==> config.mk <==
export PLATFORM = sky130hd
export DESIGN_NAME = uart_io_ctrl
export DESIGN_NICKNAME = d
export VERILOG_FILES = /design/src/rtl/uart_io_pkg.sv /design/src/rtl/axil_single_master.sv /design/src/rtl/uart_io_ctrl.sv
export SDC_FILE = /design/constraint.sdc
export NUM_CORES = 1
export LEC_CHECK = 0
export ABC_CLOCK_PERIOD_IN_PS = 1950
export CORE_MARGIN = 2
export CORE_UTILIZATION = 41
export CTS_CLUSTER_SIZE = 25
export DETAILED_ROUTE_END_ITERATION = 8
export GPL_TIMING_DRIVEN = 0
export HOLD_SLACK_MARGIN = 0.05
export MAX_ROUTING_LAYER = met4
export PLACE_DENSITY = 0.85
export REMOVE_ABC_BUFFERS = 1
export SLEW_MARGIN = 20
export SYNTH_ARGS = -nofsm -noshare
export SYNTH_HDL_FRONTEND = slang
export SYNTH_SLANG_ARGS = --single-unit
==> constraint.sdc <==
create_clock -name CLK -period 1.95 [get_ports CLK]
set_input_delay 0.39 -clock CLK [delete_from_list [all_inputs] [get_ports CLK]]
set_output_delay 0.39 -clock CLK [all_outputs]
set_load 0.05 [all_outputs]
==> src/rtl/uart_io_pkg.sv <==
// Shared types for the UART IN/OUT sequencer: FSM states, completion codes, status bit positions.
// Pure declarations; no timing or flow control of its own.
package uart_io_pkg;

  typedef enum logic [3:0] {
    IDLE,
    ST_AR,
    ST_R,
    GAP,
    DAT_AR,
    DAT_R,
    TX_AW,
    TX_B,
    DONE
  } io_state_t;

  localparam logic [1:0] ERR_OK      = 2'b00;
  localparam logic [1:0] ERR_BUS     = 2'b01;
  localparam logic [1:0] ERR_TIMEOUT = 2'b10;

  localparam int STAT_RX_VALID = 0;
  localparam int STAT_TX_FULL  = 3;

  function automatic logic [15:0] sat_inc16(input logic [15:0] v);
    return (v == 16'hFFFF) ? v : v + 16'd1;
  endfunction

endpackage

==> src/rtl/axil_single_master.sv <==
// One-shot AXI4-Lite master: a start pulse launches a single read (AR/R) or write (AW/W/B); VALIDs
// rise one cycle after start and hold until their handshake, so slave READY stalls are absorbed.
module axil_single_master (
  input  logic        CLK,
  input  logic        RST,
  input  logic        rd_start,
  input  logic        wr_start,
  input  logic [3:0]  addr,
  input  logic [7:0]  wbyte,
  output logic        ar_hs,
  output logic        rd_done,
  output logic [1:0]  rd_resp,
  output logic [7:0]  rd_byte,
  output logic        wr_sent,
  output logic        wr_done,
  output logic [1:0]  wr_resp,
  output logic [3:0]  ARADDR,
  output logic        ARVALID,
  input  logic        ARREADY,
  input  logic [31:0] RDATA,
  input  logic [1:0]  RRESP,
  input  logic        RVALID,
  output logic        RREADY,
  output logic [3:0]  AWADDR,
  output logic        AWVALID,
  input  logic        AWREADY,
  output logic [31:0] WDATA,
  output logic [3:0]  WSTRB,
  output logic        WVALID,
  input  logic        WREADY,
  input  logic [1:0]  BRESP,
  input  logic        BVALID,
  output logic        BREADY
);

  logic wr_active;
  logic unused_rdata_hi;

  assign ar_hs   = ARVALID & ARREADY;
  assign rd_done = RVALID & RREADY;
  assign rd_resp = RRESP;
  assign rd_byte = RDATA[7:0];
  assign wr_done = BVALID & BREADY;
  assign wr_resp = BRESP;
  assign WSTRB   = 4'b0001;
  assign unused_rdata_hi = ^RDATA[31:8];

  // AW and W retire independently; the write is fully sent once neither is still pending after this edge.
  assign wr_sent = wr_active & ~(AWVALID & ~AWREADY) & ~(WVALID & ~WREADY);

  always_ff @(posedge CLK or posedge RST) begin
    if (RST) begin
      ARADDR    <= '0;
      ARVALID   <= 1'b0;
      RREADY    <= 1'b0;
      AWADDR    <= '0;
      AWVALID   <= 1'b0;
      WDATA     <= '0;
      WVALID    <= 1'b0;
      BREADY    <= 1'b0;
      wr_active <= 1'b0;
    end else begin
      if (rd_start) begin
        ARADDR  <= addr;
        ARVALID <= 1'b1;
      end else if (ar_hs) begin
        ARVALID <= 1'b0;
        RREADY  <= 1'b1;
      end
      if (rd_done) RREADY <= 1'b0;

      if (wr_start) begin
        AWADDR    <= addr;
        WDATA     <= {24'b0, wbyte};
        AWVALID   <= 1'b1;
        WVALID    <= 1'b1;
        wr_active <= 1'b1;
      end else begin
        if (AWVALID && AWREADY) AWVALID <= 1'b0;
        if (WVALID && WREADY)   WVALID  <= 1'b0;
        if (wr_sent) begin
          wr_active <= 1'b0;
          BREADY    <= 1'b1;
        end
      end
      if (wr_done) BREADY <= 1'b0;
    end
  end

endmodule

==> src/rtl/uart_io_ctrl.sv <==
// Executes core IN/OUT byte requests against an AXI4-Lite UART: polls status, moves the byte, pulses a response.
// One request in flight; REQ_READY only in IDLE, so the core holds its request until accepted.
module uart_io_ctrl
  import uart_io_pkg::*;
#(
  parameter logic [3:0]  STAT_ADDR = 4'h8,
  parameter logic [3:0]  RX_ADDR   = 4'h0,
  parameter logic [3:0]  TX_ADDR   = 4'h4,
  parameter int unsigned POLL_GAP  = 4,
  parameter int unsigned MAX_POLLS = 0
) (
  input  logic        CLK,
  input  logic        RST,
  input  logic        REQ_VALID,
  output logic        REQ_READY,
  input  logic        REQ_WRITE,
  input  logic [7:0]  REQ_WDATA,
  output logic        RSP_VALID,
  output logic [7:0]  RSP_RDATA,
  output logic [1:0]  RSP_ERR,
  output logic        BUSY,
  output logic [3:0]  ARADDR,
  output logic        ARVALID,
  input  logic        ARREADY,
  input  logic [31:0] RDATA,
  input  logic [1:0]  RRESP,
  input  logic        RVALID,
  output logic        RREADY,
  output logic [3:0]  AWADDR,
  output logic        AWVALID,
  input  logic        AWREADY,
  output logic [31:0] WDATA,
  output logic [3:0]  WSTRB,
  output logic        WVALID,
  input  logic        WREADY,
  input  logic [1:0]  BRESP,
  input  logic        BVALID,
  output logic        BREADY
);

  localparam logic [15:0] MAX_P    = MAX_POLLS[15:0];
  localparam logic [15:0] GAP_LAST = (POLL_GAP == 0) ? 16'd0 : 16'(POLL_GAP - 1);

  io_state_t   state;
  logic        is_wr;
  logic [7:0]  tx_byte;
  logic [15:0] poll_cnt;
  logic [15:0] gap_cnt;
  logic        rd_start;
  logic        wr_start;
  logic [3:0]  ax_addr;

  logic        ar_hs;
  logic        rd_done;
  logic [1:0]  rd_resp;
  logic [7:0]  rd_byte;
  logic        wr_sent;
  logic        wr_done;
  logic [1:0]  wr_resp;
  logic        poll_ok;
  logic [15:0] poll_nxt;

  assign poll_ok  = is_wr ? ~rd_byte[STAT_TX_FULL] : rd_byte[STAT_RX_VALID];
  assign poll_nxt = sat_inc16(poll_cnt);

  always_ff @(posedge CLK or posedge RST) begin
    if (RST) begin
      state     <= IDLE;
      REQ_READY <= 1'b1;
      BUSY      <= 1'b0;
      RSP_VALID <= 1'b0;
      RSP_RDATA <= '0;
      RSP_ERR   <= ERR_OK;
      is_wr     <= 1'b0;
      tx_byte   <= '0;
      poll_cnt  <= '0;
      gap_cnt   <= '0;
      rd_start  <= 1'b0;
      wr_start  <= 1'b0;
      ax_addr   <= '0;
    end else begin
      rd_start  <= 1'b0;
      wr_start  <= 1'b0;
      RSP_VALID <= 1'b0;
      case (state)
        IDLE: if (REQ_VALID) begin
          is_wr     <= REQ_WRITE;
          tx_byte   <= REQ_WDATA;
          poll_cnt  <= '0;
          REQ_READY <= 1'b0;
          BUSY      <= 1'b1;
          rd_start  <= 1'b1;
          ax_addr   <= STAT_ADDR;
          state     <= ST_AR;
        end
        ST_AR: if (ar_hs) state <= ST_R;
        ST_R: if (rd_done) begin
          if (rd_resp != 2'b00) begin
            RSP_VALID <= 1'b1;
            RSP_ERR   <= ERR_BUS;
            state     <= DONE;
          end else if (poll_ok) begin
            if (is_wr) begin
              wr_start <= 1'b1;
              ax_addr  <= TX_ADDR;
              state    <= TX_AW;
            end else begin
              rd_start <= 1'b1;
              ax_addr  <= RX_ADDR;
              state    <= DAT_AR;
            end
          end else begin
            poll_cnt <= poll_nxt;
            if (MAX_POLLS != 0 && poll_nxt == MAX_P) begin
              RSP_VALID <= 1'b1;
              RSP_ERR   <= ERR_TIMEOUT;
              state     <= DONE;
            end else if (POLL_GAP == 0) begin
              rd_start <= 1'b1;
              ax_addr  <= STAT_ADDR;
              state    <= ST_AR;
            end else begin
              gap_cnt <= '0;
              state   <= GAP;
            end
          end
        end
        GAP: begin
          if (gap_cnt == GAP_LAST) begin
            rd_start <= 1'b1;
            ax_addr  <= STAT_ADDR;
            state    <= ST_AR;
          end else begin
            gap_cnt <= gap_cnt + 16'd1;
          end
        end
        DAT_AR: if (ar_hs) state <= DAT_R;
        DAT_R: if (rd_done) begin
          RSP_RDATA <= rd_byte;
          RSP_VALID <= 1'b1;
          RSP_ERR   <= (rd_resp != 2'b00) ? ERR_BUS : ERR_OK;
          state     <= DONE;
        end
        TX_AW: if (wr_sent) state <= TX_B;
        TX_B: if (wr_done) begin
          RSP_VALID <= 1'b1;
          RSP_ERR   <= (wr_resp != 2'b00) ? ERR_BUS : ERR_OK;
          state     <= DONE;
        end
        DONE: begin
          REQ_READY <= 1'b1;
          BUSY      <= 1'b0;
          state     <= IDLE;
        end
        default: state <= IDLE;
      endcase
    end
  end

  axil_single_master u_axil (
    .CLK      (CLK),
    .RST      (RST),
    .rd_start (rd_start),
    .wr_start (wr_start),
    .addr     (ax_addr),
    .wbyte    (tx_byte),
    .ar_hs    (ar_hs),
    .rd_done  (rd_done),
    .rd_resp  (rd_resp),
    .rd_byte  (rd_byte),
    .wr_sent  (wr_sent),
    .wr_done  (wr_done),
    .wr_resp  (wr_resp),
    .ARADDR   (ARADDR),
    .ARVALID  (ARVALID),
    .ARREADY  (ARREADY),
    .RDATA    (RDATA),
    .RRESP    (RRESP),
    .RVALID   (RVALID),
    .RREADY   (RREADY),
    .AWADDR   (AWADDR),
    .AWVALID  (AWVALID),
    .AWREADY  (AWREADY),
    .WDATA    (WDATA),
    .WSTRB    (WSTRB),
    .WVALID   (WVALID),
    .WREADY   (WREADY),
    .BRESP    (BRESP),
    .BVALID   (BVALID),
    .BREADY   (BREADY)
  );

endmodule
==> key figures, run 1 <==
Finish
  • Layout cells sized above 1: 22.4%
  • Filler cells: around 640
  • Nets: about 420
  • P&R area growth vs syn: 26.2%
  • Ant. Diodes: 0
  • Post-route cell area: about 0.0041 mm²

Timing
  • Final setup TNS: 0 ns
  • Final Critical Period: 1.93 ns
  • Worst Max-Slew Pin Slew: 0.584 ns
  • RSZ-0062 raised after global routing: true
  • Final setup fails: 0
  • Final hold vios: 0
  • Rel. slew slack: about three fifths
  • Fin Hold WS: ~0.25 ns
  • Final WS setup: between 0.015 and 0.02 ns
  • Clock skew: between 0.008 and 0.009 ns
  • Max Slew Vio Count: 0
  • Max Fclk: 0.517 GHz
  • Final Cycle Share: approximately 99%

Routing
  • Routed vias/inst: between 5 and 6
  • DRT iter0 DRCs: about 120
  • DR DRC count: 0
  • TritonRoute pass-1 iters: 5
  • Drt wl/cell: about 15 µm
  • Final WL: about 7200 µm
  • Final ANT Viol Nets: 0
  • DR vias: around 2500

Worst setup path
  • Largest fanout on the critical path: 8
  • Worst Setup End Kind: register
  • CP Data Required Time: ~2.2 ns
  • Crit path arrival time: 2.18 ns
  • Critical Path Source Type: input port
  • Critical path class: in -> reg

Die
  • Die width: 93.3 µm
  • Die H: 93.3 µm
  • # rows: 32
  • Initial Util: ~42%
  • Die Area: slightly below 0.009 mm²
  • Core area: approximately 0.0077 mm²
  • IO Count: about 120

Clock tree
  • Max Buffers Root-to-Sink: 2
  • Clock Latency Late Sink: between 0.3 and 0.4 ns
  • CTS Hold Buffers Added: 0
  • Clk root buf: clkbuf_8
  • Clk slew on worst S/H paths: 0.08 ns
  • Inserted Clock Buffers: 9
  • Clk sink count: 63
  • CTS tree: done
  • Htree depth: 3

Job
  • Max-cap violations: 0

Place
  • Worst slack at placement: -0.388 ns
  • DPL Wire Length: 4850 µm
  • GPL Wtd Cong: around 0.82
  • Port bufs: 57
  • Placement Cell Area: roughly 0.0038 mm²

GRT
  • Initial antenna violation count: 0
  • First-pass GRT wire length: around 12000 µm
  • Number of global-route vias before repair: between 2000 and 2500
  • Largest net degree at the start of global routing: approximately 60
  • GRT Resource Usage Total: ~18%
  • Gr ovfl total: 0

Power and ir drop
  • Power density over the cells: around 630 mW/mm²
  • Psw: 0.756 mW
  • Seq pwr share: around half
  • Clock power frac: between 40% and 50%
  • Switch share: between 20% and 30%
  • Logic pwr share: 9.3%
  • Peak supply drop: 0.000604 V
  • Int Power: 1.84 mW
  • Lkg Pwr: just over 2 nW

Synthesis
  • Yosys cell types: 58
  • Top cells by area, synth: dfrtp_1 47%, mux2_2 10%, buf_4 8.0%
  • Asr flop ratio synth: 100%
  • Gate Count Post-Synth: roughly 300
  • EDFF count, synth: 0
  • Synth top area share: a little under half
  • Mapped Area: 0.00327 mm²
  • FF+latch count, synth: 63
  • Ys Warns: 0
  • Synth top cells by count: 62 x dfrtp_1, 35 x buf_4, 29 x mux2_2
  • Cell with the most instances after synthesis: dfrtp_1
  • Primary FF master, synth: dfrtp_1
  • Post-synthesis sequential area ratio: between 40% and 50%
  • Mean post-synth cell area: about 11 µm²
  • Area leader, netlist: dfrtp_1

Run status
  • Status: finished, final reports clean

Min path
  • Min-delay worst type: in -> async
==> stage by stage <==
stage	power (mW)	util, %	cells
4_1_cts	2.61	52.0	469
6_report	2.60	53.4	472
5_1_grt	2.69	53.4	472
3_5_place_dp	1.57	49.2	450
3_3_place_gp	1.56	48.8	449
2_1_floorplan	1.50	-	290
==> path summary, 6_finish.rpt <==
path,startpoint,to,slack [ns],cells after the start
min in group CLK,u_axil.ARVALID,u_axil.ARVALID,0.50,1
setup reg to reg,state[3],gap_cnt[13],0.09,6
hold / removal,RST,RSP_RDATA[7],0.25,2
setup / recovery,RVALID,gap_cnt[12],0.02,7
hold reg to reg,u_axil.ARVALID,u_axil.ARVALID,0.50,1
max in group asynchronous,RST,REQ_READY,1.16,3
==> cell usage in the layout (no fill, tap or decap), drive strengths merged, types with 3 or more instances in the layout <==
cell | synthesis | routed
dfrtp | 62 | 62
clkdlybuf4s50 | 0 | 46
conb | 2 | 33
mux2 | 31 | 31
o21ai | 27 | 27
nand2 | 17 | 17
nor2 | 17 | 17
nand3 | 15 | 15
nand2b | 10 | 10
clkbuf | 1 | 9
a21oi | 8 | 8
inv | 5 | 8
o31ai | 7 | 7
buf | 41 | 7
dlymetal6s2s | 0 | 6
nor3 | 6 | 6
dlygate4sd2 | 0 | 5
nand4 | 5 | 5
a21o | 4 | 4
nor4 | 4 | 4
nor2b | 4 | 4
or3 | 3 | 3
a22o | 3 | 3
and2 | 3 | 3
clkinv | 0 | 3
==> logic make-up after synthesis <==
family / synth area share (%)
AOI/OAI and AO/OA: 11.7
adders and majority gates: 0.383
buffers and inverters: 10.0
DFF: 48.3
muxes: 11.0
other: 0.230
and+or+nand+nor: 18.4
==> power groups by stage <==
stage | clock network (mW) | logic [mW] | registers [mW]
floorplan | 0 | 0.167 | 1.33
global placement | 0 | 0.232 | 1.33
detailed placement | 0 | 0.242 | 1.33
CTS | 1.06 | 0.243 | 1.31
global route | 1.13 | 0.259 | 1.31
finish | 1.05 | 0.243 | 1.31
==> flip-flops by register name, indices dropped and copies added, names as in the netlist, 2 cells and up <==
name           count
tx_byte            8
RSP_RDATA          8
u_axil.ARADDR      2
ax_addr            2
u_axil.AWADDR      2
state              4
gap_cnt           16
u_axil.WDATA       8
==> worst max-delay path: stages <==
cell and delay [ns]:
clkdlybuf4s50_1 0.52, nand2_1 0.11, o41ai_2 0.51, o211ai_4 0.13, buf_4 0.19, a21o_1 0.15
a21o_1 0.17
==> area by class of cell <==
cell class	instances	area (µm²)	share of cell area (%)
Clock inverter	7	55.1	1.33
Inverter	5	21.3	0.516
Multi-Input combinational cell	222	1560	37.9
Timing Repair Buffer	64	652	15.8
Tap cell	102	128	3.09
Sequential cell	63	1580	38.3
Clock buffer	9	124	3.00
==> repair_timing <==
| item | in CTS | in global routing |
|---|---|---|
| resized for setup | 10 | 20 |
| buffers inserted | 3 | 3 |
| pin swaps | 1 | 2 |
| endpoints found under the setup margin | 23 | 42 |
==> routing by layer <==
metal	global-route usage, %	vias up	routed length (µm)
met4	6.00	0	76
li1	-	1133	-
met1	21.1	1218	2920
met5	-	-	0
met2	28.4	122	3650
met3	5.88	13	538
Power figures use the tool's default switching activity.
==> run 2, diff against run 1 <==
--- a/config.mk
+++ b/config.mk
@@ -12,7 +12,6 @@
 export DETAILED_ROUTE_END_ITERATION = 8
 export GPL_TIMING_DRIVEN = 0
 export HOLD_SLACK_MARGIN = 0.05
-export MAX_ROUTING_LAYER = met4
 export PLACE_DENSITY = 0.85
 export REMOVE_ABC_BUFFERS = 1
 export SLEW_MARGIN = 20
==> key figures, run 2 (synthesis gave the netlist of run 1 again) <==
Run status
  • Status: finished, violations left
  • Failing checks: setup timing

GRT
  • First-pass GRT wire length: 11800 µm (+0.29%)
  • Number of global-route vias before repair: 2483 (-0.36%)
  • Gr ovfl total: 0 (unchanged)
  • Largest net degree at the start of global routing: 61 (unchanged)
  • GRT Resource Usage Total: 17.3% (-0.44 points)
  • Initial antenna violation count: 0 (unchanged)

Finish
  • Utilization after layout: 53.5% (+0.097 points)
  • Biggest register: gap_cnt
  • P&R area growth vs syn: 26.5%
  • Nets: 418 (-0.24%)
  • Post-route cell area: 0.00413 mm² (+0.18%)
  • Commonest non-fill, non-tap cells in the layout: 60 x dfrtp_1, 45 x clkdlybuf4s50_1, 33 x conb_1
  • Max reg flops: 16 (unchanged)
  • Ant. Diodes: 0 (unchanged)
  • Layout cells sized above 1: 22.2% (-0.21 points)
  • Commonest non-fill, non-tap cell in the layout: dfrtp_1

Min path
  • Min-delay worst type: in -> async

Clock tree
  • Inserted Clock Buffers: 9 (unchanged)
  • Max Buffers Root-to-Sink: 2 (unchanged)
  • CTS tree: done
  • Clk slew on worst S/H paths: 0.08 ns (about the same)
  • Clk sink count: 63 (unchanged)
  • CTS Hold Buffers Added: 0 (unchanged)
  • Clock Latency Late Sink: 0.34 ns (about the same)
  • Htree depth: 3 (unchanged)
  • Clk root buf: clkbuf_8

Power and ir drop
  • Peak supply drop: 0.000598 V (-1.1%)
  • Power density over the cells: 626 mW/mm² (-0.66%)
  • Lkg Pwr: 2.04 nW (+1.1%)

Worst setup path
  • R2R depth: 8 (+2)
  • Worst reg2reg setup slack: 0.08 ns (about the same)
  • Critical path class: in -> reg
  • RR Endpoint: gap_cnt[14]
  • CP Data Required Time: 2.19 ns (about the same)
  • Critical Path Source Type: input port
  • RR Startpoint: gap_cnt[0]
  • Crit path arrival time: 2.19 ns (about the same)
  • Worst path most repeated cell: a21o_1
  • Max stage delay on crit path: 0.52 ns (about the same)
  • Worst Setup End Kind: register
  • Largest fanout on the critical path: 8 (unchanged)
  • CP max stage cell: clkdlybuf4s50_1
  • CP Cell Sequence: clkdlybuf4s50_1 > nand2_1 > o41ai_2 > o211ai_4 > buf_4 > a21o_1 > a21o_1

Routing
  • Drt wl/cell: 15.3 µm (+0.35%)
  • Final ANT Viol Nets: 0 (unchanged)
  • Final WL: 7190 µm (+0.14%)
  • Routed vias/inst: 5.23 (-0.71%)
  • TritonRoute pass-1 iters: 6 (+1)
  • DR vias: 2463 (-0.93%)
  • DR DRC count: 0 (unchanged)
  • DRT iter0 DRCs: 196 (+61%)

Timing
  • RSZ-0062 raised after global routing: true
  • Clock skew: 0.00698 ns (-0.00109 ns)
  • Final WS setup: -0.00429 ns (-0.0205 ns)
  • Worst Max-Slew Pin Slew: 0.585 ns (+0.000780 ns)
  • Max Slew Vio Count: 0 (unchanged)
  • Rel. slew slack: 61.0% (about the same)
  • Max Fclk: 0.512 GHz (-1.1%)
  • Final setup fails: 1 (+1)
  • Final Cycle Share: 100% (+1.1 points)
  • Final hold vios: 0 (unchanged)
  • Final Critical Period: 1.95 ns (+0.0205 ns)

Die
  • Die Area: 0.00870 mm² (unchanged)
  • Initial Util: 42.3% (unchanged)
  • Core area: 0.00773 mm² (unchanged)
  • Die H: 93.3 µm (unchanged)
  • Die width: 93.3 µm (unchanged)
  • # rows: 32 (unchanged)
  • IO Count: 115 (unchanged)

Place
  • Worst slack at placement: -0.388 ns (unchanged)
  • Placement Cell Area: 0.00380 mm² (unchanged)
  • DPL Wire Length: 4850 µm (unchanged)
  • Port bufs: 57 (unchanged)
  • GPL Wtd Cong: 0.808 (-1.5%)

Job
  • Max-cap violations: 0 (unchanged)
==> run 2: where the power goes <==
group,switching (mW),internal (mW)
Clock,0.562,0.476
Sequential,0,1.31
Combinational,0.182,0.0606
Total,0.744,1.84
==> run 2: final cells by class <==
class                   instances  area [µm²]
fillers                       637        3600
repair buffers                 63         659
clock buffers                   9         124
inverters                       5        21.3
multi-input cells             222        1560
clock inverters                 7        55.1
well taps                     102         128
flip-flops and latches         63        1580
==> run 2: metal layers <==
metal / GRT usage, % / vias to the layer above / wire length (µm)
met5: 0 / - / 0
met4: 6.00 / 0 / 54
met3: 6.85 / 9 / 629
met2: 28.5 / 113 / 3700
met1: 20.5 / 1210 / 2810
li1: - / 1131 / -
==> run 2: how the worst max path moves through the flow <==
stage	start	end	cells after the start
2_1_floorplan	RST	BUSY	1
3_5_place_dp	RVALID	gap_cnt[12]	6
5_1_grt	gap_cnt[0]	gap_cnt[3]	8
6_report	RVALID	gap_cnt[12]	7
3_3_place_gp	RST	u_axil.AWVALID	2
4_1_cts	u_axil.WDATA[2]	WDATA[2]	1
==> run 2: worst max-delay path: cells and delay by family <==
kind | cells | cell delay, ns
compound gates | 4 | 0.97
buf+inv | 2 | 0.71
simple gates | 1 | 0.11
==> run 2: per-stage QoR <==
| step | cells | power [mW] | hold slack, ns | TNS [ns] |
|---|---|---|---|---|
| 2_1_floorplan | 290 | 1.50 | 0.472 | -0.504 |
| 3_3_place_gp | 449 | 1.56 | 0.481 | -69.03 |
| 3_5_place_dp | 450 | 1.57 | 0.488 | -5.46 |
| 4_1_cts | 469 | 2.61 | 0.240 | 0 |
| 5_1_grt | 471 | 2.69 | 0.253 | -0.0647 |
| 6_report | 471 | 2.59 | 0.260 | -0.00429 |
==> run 2: repair_timing <==
action / 4_1_cts / 5_1_grt
resized for setup: 10 / 21
setup endpoints to repair: 23 / 43
pin swaps: 1 / 3
hold endpoints to repair: 0 / 0
buffers inserted: 3 / 2
